[src/rtl/block_output_pkg.sv]
// Shared NoC router definitions: direction codes, flit width, and the
// round-robin scan helper used by the output-stage arbiter.
package block_output_pkg;

  localparam int DIR_LOCAL   = 0;
  localparam int DIR_N       = 1;
  localparam int DIR_E       = 2;
  localparam int DIR_S       = 3;
  localparam int DIR_W       = 4;
  localparam int NUM_PORTS   = 5;
  localparam int FLIT_W      = 8;
  localparam int PKT_LEN_DEF = 4;
  localparam int COORD_W     = 2;

  typedef enum logic {
    ST_IDLE = 1'b0,
    ST_BUSY = 1'b1
  } state_e;

  typedef struct packed {
    logic       found;
    logic [2:0] idx;
  } pick_t;

  // First requester at or after ptr, wrapping mod NUM_PORTS. The scan runs from the
  // far end so the closest offset to ptr is the one that sticks.
  function automatic pick_t rr_pick(input logic [NUM_PORTS-1:0] req,
                                    input logic [2:0]           ptr);
    pick_t       p;
    int unsigned k;
    p = '0;
    for (int o = NUM_PORTS - 1; o >= 0; o--) begin
      k = (int'(ptr) + o) % NUM_PORTS;
      if (req[k]) begin
        p.found = 1'b1;
        p.idx   = 3'(k);
      end
    end
    return p;
  endfunction

endpackage

[src/rtl/noc_fifo.sv]
// Small circular flit FIFO shared by the router input and output stages.
// Head entry reads as zero while empty; full/empty come from the registered count.
module noc_fifo #(
  parameter int DW    = 8,
  parameter int DEPTH = 4
) (
  input  logic          clk,
  input  logic          rst,
  input  logic          push,
  input  logic          pop,
  input  logic [DW-1:0] din,
  output logic [DW-1:0] dout,
  output logic          full,
  output logic          empty
);

  localparam int AW = $clog2(DEPTH);

  logic [DW-1:0] mem [DEPTH];
  logic [AW-1:0] wr_q, wr_d, rd_q, rd_d;
  logic [AW:0]   cnt_q, cnt_d;
  logic          do_push, do_pop;

  assign full    = (cnt_q == (AW+1)'(DEPTH));
  assign empty   = (cnt_q == '0);
  assign do_push = push & ~full;
  assign do_pop  = pop & ~empty;
  assign dout    = empty ? '0 : mem[rd_q];

  always_comb begin
    wr_d  = do_push ? wr_q + 1'b1 : wr_q;
    rd_d  = do_pop  ? rd_q + 1'b1 : rd_q;
    cnt_d = cnt_q;
    case ({do_push, do_pop})
      2'b10:   cnt_d = cnt_q + 1'b1;
      2'b01:   cnt_d = cnt_q - 1'b1;
      default: cnt_d = cnt_q;
    endcase
  end

  always_ff @(posedge clk or posedge rst) begin
    if (rst) begin
      wr_q  <= '0;
      rd_q  <= '0;
      cnt_q <= '0;
    end else begin
      wr_q  <= wr_d;
      rd_q  <= rd_d;
      cnt_q <= cnt_d;
    end
  end

  // Storage needs no reset: nothing is visible until it has been written.
  always_ff @(posedge clk) begin
    if (do_push) mem[wr_q] <= din;
  end

endmodule

[src/rtl/block_output.sv]
// Router output stage: per-packet round-robin arbitration over the five input
// blocks targeting OUT_DIR, wormhole-locked grant, output FIFO toward the neighbour.
module block_output
  import block_output_pkg::*;
#(
  parameter logic [2:0] OUT_DIR = 3'd0,
  parameter int         PKT_LEN = 4,
  parameter int         DEPTH   = 4,
  parameter int         DW      = 8
) (
  input  logic                    clk,
  input  logic                    rst,
  input  logic [NUM_PORTS-1:0]    val_in,
  input  logic [3*NUM_PORTS-1:0]  dir_in,
  input  logic [NUM_PORTS*DW-1:0] data_in,
  output logic [NUM_PORTS-1:0]    ret_out,
  output logic                    val_out,
  output logic [DW-1:0]           data_out,
  input  logic                    ret_in,
  output logic                    busy
);

  localparam int CW = $clog2(PKT_LEN + 1);

  logic [NUM_PORTS-1:0] req;
  logic [DW-1:0]        din [NUM_PORTS];
  state_e               state_q;
  logic [2:0]           grant_q, rr_q;
  logic [CW-1:0]        flit_cnt_q;
  pick_t                pick;
  logic                 full, empty, push, pop;

  for (genvar i = 0; i < NUM_PORTS; i++) begin : g_port
    assign req[i] = val_in[i] & (dir_in[3*i +: 3] == OUT_DIR);
    assign din[i] = data_in[DW*i +: DW];
  end

  assign pick = rr_pick(req, rr_q);
  assign busy = (state_q == ST_BUSY);
  assign push = busy & val_in[grant_q] & ~full;
  assign pop  = ~empty & ret_in;

  always_comb begin
    ret_out = '0;
    if (busy) ret_out[grant_q] = ~full;
  end

  // Grant is only re-evaluated in IDLE, so a stalled or re-routed granted
  // input keeps ownership until its whole packet has been pushed.
  always_ff @(posedge clk or posedge rst) begin
    if (rst) begin
      state_q    <= ST_IDLE;
      grant_q    <= '0;
      rr_q       <= '0;
      flit_cnt_q <= '0;
    end else begin
      case (state_q)
        ST_IDLE: begin
          if (pick.found) begin
            grant_q    <= pick.idx;
            flit_cnt_q <= '0;
            state_q    <= ST_BUSY;
          end
        end
        ST_BUSY: begin
          if (push) begin
            flit_cnt_q <= flit_cnt_q + 1'b1;
            if (flit_cnt_q == CW'(PKT_LEN - 1)) begin
              state_q <= ST_IDLE;
              rr_q    <= (grant_q == 3'(NUM_PORTS - 1)) ? 3'd0 : grant_q + 3'd1;
            end
          end
        end
        default: state_q <= ST_IDLE;
      endcase
    end
  end

  noc_fifo #(.DW(DW), .DEPTH(DEPTH)) u_fifo (
    .clk   (clk),
    .rst   (rst),
    .push  (push),
    .pop   (pop),
    .din   (din[grant_q]),
    .dout  (data_out),
    .full  (full),
    .empty (empty)
  );

  assign val_out = ~empty;

endmodule

[config.mk]
export PLATFORM = sky130hd
export DESIGN_NAME = block_output
export DESIGN_NICKNAME = d
export VERILOG_FILES = /design/src/rtl/block_output_pkg.sv /design/src/rtl/noc_fifo.sv /design/src/rtl/block_output.sv
export SDC_FILE = /design/constraint.sdc
export NUM_CORES = 1
export LEC_CHECK = 0
export CAP_MARGIN = 20
export CORE_UTILIZATION = 35
export CTS_BUF_LIST = sky130_fd_sc_hd__clkbuf_8
export CTS_CLUSTER_SIZE = 12
export DETAILED_ROUTE_END_ITERATION = 12
export DONT_BUFFER_PORTS = 1
export HOLD_SLACK_MARGIN = 0.02
export PLACE_DENSITY_LB_ADDON = 0.12
export SLEW_MARGIN = 20
export SYNTH_ARGS = -nofsm -noshare
export SYNTH_HDL_FRONTEND = slang
export SYNTH_SLANG_ARGS = --single-unit
[constraint.sdc]
create_clock -name clk -period 5.6 [get_ports clk]
set_input_delay 1.12 -clock clk [delete_from_list [all_inputs] [get_ports clk]]
set_output_delay 1.12 -clock clk [all_outputs]
set_load 0.005 [all_outputs]
# Word level (Yosys, flattened, before mapping)
# Memories as Yosys holds them, arrays and structs flattened.
# Index checks and enable logic that the tools add are counted.
[totals]
reg_bits = 17
romBits = 0
latch_bits = 0
elab_cells = 99
n_memories = 1
ram_bits = 32
[mem_list]
columns = ["name", "depth", "word_bits", "read_ports", "rd_clocked_by_memory_dff", "write_ports", "line", "text"]
rows = [
  ["u_fifo.mem", 4, 8, 1, 0, 1, "noc_fifo.sv:19", "logic [DW-1:0] mem [DEPTH];"],
]
[op_classes]
n_reduce_logical = 11
n_bitwise = 15
multipliers = 0
magnitude_cmp = 8
n_addsub = 10
div_mod_pow = 5
n_shift = 0
n_eq_ne = 7
muxes = 35
[op_table]
columns = ["cell", "count"]
rows = [
  ["$lt 32x4->1 const B", 5],
  ["$mod 32x4->32 const B", 4],
  ["$mod 4x4->32 const B", 1],
  ["$bmux 8 s3", 1],
  ["$mux 8", 3],
  ["$mux 4", 5],
  ["$bmux 1 s3", 6],
  ["$logic_not 3->1", 6],
  ["$mux 1", 12],
  ["$pmux 3 s2", 2],
  ["$and 1x1->1", 10],
  ["$add 3x1->3 const B", 3],
  ["$mux 3", 3],
  ["$add 3x2->4 const B", 2],
  ["$eq 3x3->1 const B", 2],
  ["$and 5x5->5", 1],
  ["$mux 5", 1],
  ["$add 2x1->2 const B", 2],
  ["$add 3x1->4 const B", 1],
  ["$add 3x3->4 const B", 1],
  ["$ge 4x4->1 const B", 1],
  ["$lt 3x4->1 const B", 1],
  ["$not 3->4", 1],
  ["$reduce_and 2->1", 2],
  ["other kinds (13)", 15],
]

# Logic depth before layout (Yosys ltp)
[depth]
word_depth = 11
depth_mapped = 21
mapped_depth_nobuf = 18

# Cells and area by module
# A second synthesis with hierarchy kept.
[hier_totals]
cells_unflattened = 387
area_unflattened_um2 = 3978.8
[modules_own_cells]
columns = ["module", "seq_area_each_um2", "cells_per_inst", "n_inst", "area_per_inst_um2"]
rows = [
  ["block_output", 250.2, 297, 1, 2318.5],
  ["noc_fifo", 1136.1, 90, 1, 1660.3],
]

# Worst setup path before layout
# No wires, ideal clock.
[synth_timing]
kind = "register -> register"
start = "register rr_q[0]"
end = "register grant_q[1]"
arrival_ns = 4.859
setup_time_ns = 0.082
n_path_buf = 4
path_stages_with_launch = 21
slack_ns = 0.658
period_less_slack_ns = 4.942
path_cell_list = "dfrtp_1 buf_2 buf_1 clkbuf_1 inv_1 ha_1 clkbuf_1 clkinv_1 ha_1 or3_1 and2_1 xnor2_1 ha_1 nand2b_1 a22o_1 and3_1 o211ai_1 and4_4 a41o_4 a21oi_2 a22oi_2"
[synth_via]
elab_chain_cells = 10
elab_cells_between_ends = 25
[synth_lines]
columns = ["element", "line", "text"]
rows = [
  ["start, declared", "block_output.sv:28", "logic [2:0] grant_q, rr_q;"],
  ["start signal, assigned", "block_output.sv:70", "rr_q <= (grant_q == 3'(NUM_PORTS - 1)) ? 3'd0 : grant_q + 3'd1;"],
  ["$add 3x3->4", "block_output_pkg.sv:33", "k = (int'(ptr) + o) % NUM_PORTS;"],
  ["$mod 32x4->32", "block_output_pkg.sv:33", ""],
  ["$bmux 1 s3", "block_output_pkg.sv:34", "if (req[k]) begin"],
  ["$mux 1 (not written as such)", "block_output_pkg.sv:34", ""],
  ["$mux 4 (4 in a row)", "block_output_pkg.sv:34", ""],
  ["$mux 4 *", "block_output_pkg.sv:34", ""],
  ["$reduce_and 2->1 (no line)", "-", ""],
  ["end signal, assigned", "block_output.sv:60", "grant_q <= pick.idx;"],
  ["end, declared", "block_output.sv:28", ""],
]
# Mark *: on every way between the ends. The rest lies on a longest branch, timed or not. The select of a mux whose other input is x is not followed.
# A chain may end at the register's enable or synchronous reset.

# Worst setup path after layout
[layout_timing]
start = "register rr_q[1]"
end = "register flit_cnt_q[1]"
[layout_via]
elab_chain_cells = 11
elab_cells_between_ends = 26
[layout_lines]
columns = ["element", "line", "text"]
rows = [
  ["$add 3x3->4", "block_output_pkg.sv:33", ""],
  ["$mod 32x4->32", "block_output_pkg.sv:33", ""],
  ["$bmux 1 s3", "block_output_pkg.sv:34", ""],
  ["$mux 1 (not written as such)", "block_output_pkg.sv:34", ""],
  ["$mux 4 (4 in a row)", "block_output_pkg.sv:34", ""],
  ["$mux 4 *", "block_output_pkg.sv:34", ""],
  ["$ne 2x2->1 (no line) *", "-", ""],
  ["$reduce_and 2->1 (no line) *", "-", ""],
  ["end signal, assigned", "block_output.sv:67", "flit_cnt_q <= flit_cnt_q + 1'b1;"],
  ["end, declared", "block_output.sv:29", "logic [CW-1:0] flit_cnt_q;"],
]
# Marks and branches as above.

==> results.md <==
- Status: completed
- H-tree depth: 2
- Die ar.: ~12000 sq um
- ANT cells: 0
- Max_slew headroom: 0.3629
- Post-synthesis compound-gate area fraction: 0.1611
- Crit Path Class: reg -> reg
- Starting Density: 0.3616
- Largest family of logic cells by synthesized area: simple AND/OR/NAND/NOR gates
- Vias: 3157
- CTS Buf Count: 5
- Slowest CP cell: dfrtp_1
- Simple-Gate Fraction of Synth Area: 0.1786
- Async set-or-reset flop fraction in the synthesized netlist: 0.3469
- Clock skew: ~7.6 ps
- Footprint of the multi-input gates: 2572 sq um
- Worst endpoint required time: 5830 ps
- CP Buf/Inv Count: 2
- Worst hold path class: reg -> reg
- Most frequent cells in the layout: 33 x nand2_1, 33 x ha_1, 32 x edfxtp_1, 27 x inv_1, 27 x nor2_1
- Routed wire length: 9986 um
- Hold Fails Final Rpt: 0
- Synth top area cells: edfxtp_1 23%, dfrtp_1 10%, ha_1 10%
- Post-synthesis mux area share: 0.1451
- Drc violations: 0
- Max stage delay on crit path: 580 ps
- FF+latch count, synth: 49
- CP delay by family, top: simple AND/OR/NAND/NOR gates
- Final ANT Viol Nets: 0
- PostCTS Resize Cnt: 0
- Gpl congestion: 0.8745
- Die Y: 110.8 um
- Port bufs: 0
- Total grt overflow: 0
- Seq/Total Area, Yosys: 0.3343
- Hold_buf cts: 0
- Width of the die: 110.8 um
- Fin util: 0.3828
- Mapped Avg Cell Area: 9.849 sq um
- Filler Cell Count: 1131
- CTS Root Cell: clkbuf_8
- Num ports: 78
- Drt first pass iters: 4
- Fin. max-slew vios: 0
- Setup TNS: 0 ps
- Clk buf depth: 2
- Vias in the first global route: just over 3000
- Syn_nets: 518
- Nature of the critical path endpoint: flop
- Row count: 39
- Max Cap Viol: 0
- Worst VDD drop: between 0.2 and 0.3 mV
- YS warnings: 0
- Fmax: 209.0 MHz
- Layout cells sized above 1: 0.1036
- Fin crit share: 0.8543
- Cell Pwr Density: 681.8 nW/um^2
- Final setup fails: 0
- Post-synthesis xor/xnor area fraction: 0.02957
- Worst-path clk slew: 100 ps
- Library cells used by synthesis: 62
- Final #Nets: approximately 500
- Via density: 5.658
- CP cell instances: clkinv_1 -> ha_1 -> clkinv_1 -> ha_1 -> or3_1 -> and2_1 -> xnor2_1 -> ha_1 -> nand2b_1 -> a22o_1 -> and3_1 -> o211ai_1 -> and4_4 -> a41o_4 -> nand2_1 -> o21ai_0
- Setup repair bufs after CTS: 0
- Arr. time, crit path: ~5000 ps
- Synth Area in Adders: 0.1044
- Initial antenna violation count: 0
- Area grow syn2layout: 5.854%
- Synth Instances: 421
- Total area of sequential cells: 1386 sq um
- Crit start category: flop
- WL/cell: 17.90 um
- Period minus WS final: 4784 ps
- Least-Margin Pin Slew: 942.4 ps
- Post-Syn Area: between 4000 and 5000 sq um
- DR iter-0 viols: around 190
- CTS tree: built
- Synth area leader: edfxtp_1
- TritonCTS Sinks: 49
- Power, Total: 2992 uW
- CP Max Fanout: 11
- Global-route wire length before repair: approximately 16000 um
- Total GRT Usage: 0.1620
- Largest net degree at the start of global routing: 24
- LEAKAGE: ~0.0017 uW
- Most used cell, CP: ha_1
- EDFF count, synth: 32
- Core area: 11470 sq um
- RSZ-0062 raised after global routing: false
- Synth Flop Type: edfxtp_1
- Hpwl dp: about 7700 um
- Worst skew pair latency: 300 ps
- Share of the synthesized area in the top cell type: 0.2317
[cell usage after synthesis (all sizes together) (4+ instances only)]
cell type,count
a21oi,21
a22o,4
a22oi,9
a31oi,4
and2,19
buf,8
clkbuf,12
dfrtp,17
edfxtp,32
ha,33
inv,27
mux2i,20
mux4,17
nand2,33
nand2b,5
nand3,12
nor2,27
nor2b,5
nor3,8
nor4,4
nor4b,6
o211ai,6
o21a,4
o21ai,22
o22ai,7
or4b,4
xnor2,9
xor2,5
[state kept, by name, indices dropped and copies added (netlist names)]
signal and cells:
busy 1, flit_cnt_q 3, grant_q 3, rr_q 3, u_fifo.cnt_q 3, u_fifo.mem 32, u_fifo.rd_q 2, u_fifo.wr_q 2
[cells by family (layout without fill, tap and decap cells)]
| kind of cell | after synthesis | count (layout) |
|---|---|---|
| compound gates | 98 | 98 |
| flops | 49 | 49 |
| fa+ha+maj | 34 | 34 |
| mux | 38 | 38 |
| buf+inv | 50 | 44 |
| simple gates | 138 | 138 |
| xor+xnor | 14 | 14 |
[per-layer routing]
metal,global-route usage,routed length [um],up-vias,part of all wire
li1,-,-,1548,-
met1,0.2390,5006,1501,0.50
met2,0.2542,4408,102,0.44
met3,0.02187,507,6,0.051
met4,0.02933,63,0,0.0063
met5,0,0,-,0
[report_power, final]
group	switching (uW)	internal (uW)
Sequential	160	583
Combinational	1150	880
Clock	128	90.4
[layout make-up]
class,count,share of cell area
clock buffer,5,0.01568
clock inverter,3,0.005701
inverter,30,0.02566
multi-input combinational,322,0.5861
sequential,49,0.3158
tap,143,0.04076
timing repair buffer,6,0.01026
[final timing paths]
kind	depth (start not counted)	slack, ps	end	from
max	16	820	flit_cnt_q[1]	rr_q[1]
min	1	500	u_fifo.cnt_q[2]	u_fifo.cnt_q[2]
max reg2reg	16	820	flit_cnt_q[1]	rr_q[1]
min reg2reg	1	500	u_fifo.cnt_q[2]	u_fifo.cnt_q[2]
max in group asynchronous	1	4340	u_fifo.wr_q[0]	rst
min in group asynchronous	1	800	u_fifo.cnt_q[0]	rst
[through the flow]
stage | cell area [sq um] | hold slack, ps | std cells | worst slack, ps
floorplan | 4146 | 455.5 | 421 | 658.5
CTS | 4383 | 507.6 | 558 | 843.1
detailed placement | 4289 | 489.9 | 550 | 885.1
global route | 4389 | 528.5 | 558 | 434.4
finish | 4389 | 500.8 | 558 | 816.2
global placement | 4289 | 482.7 | 550 | 1083
Power figures use the tool's default switching activity.
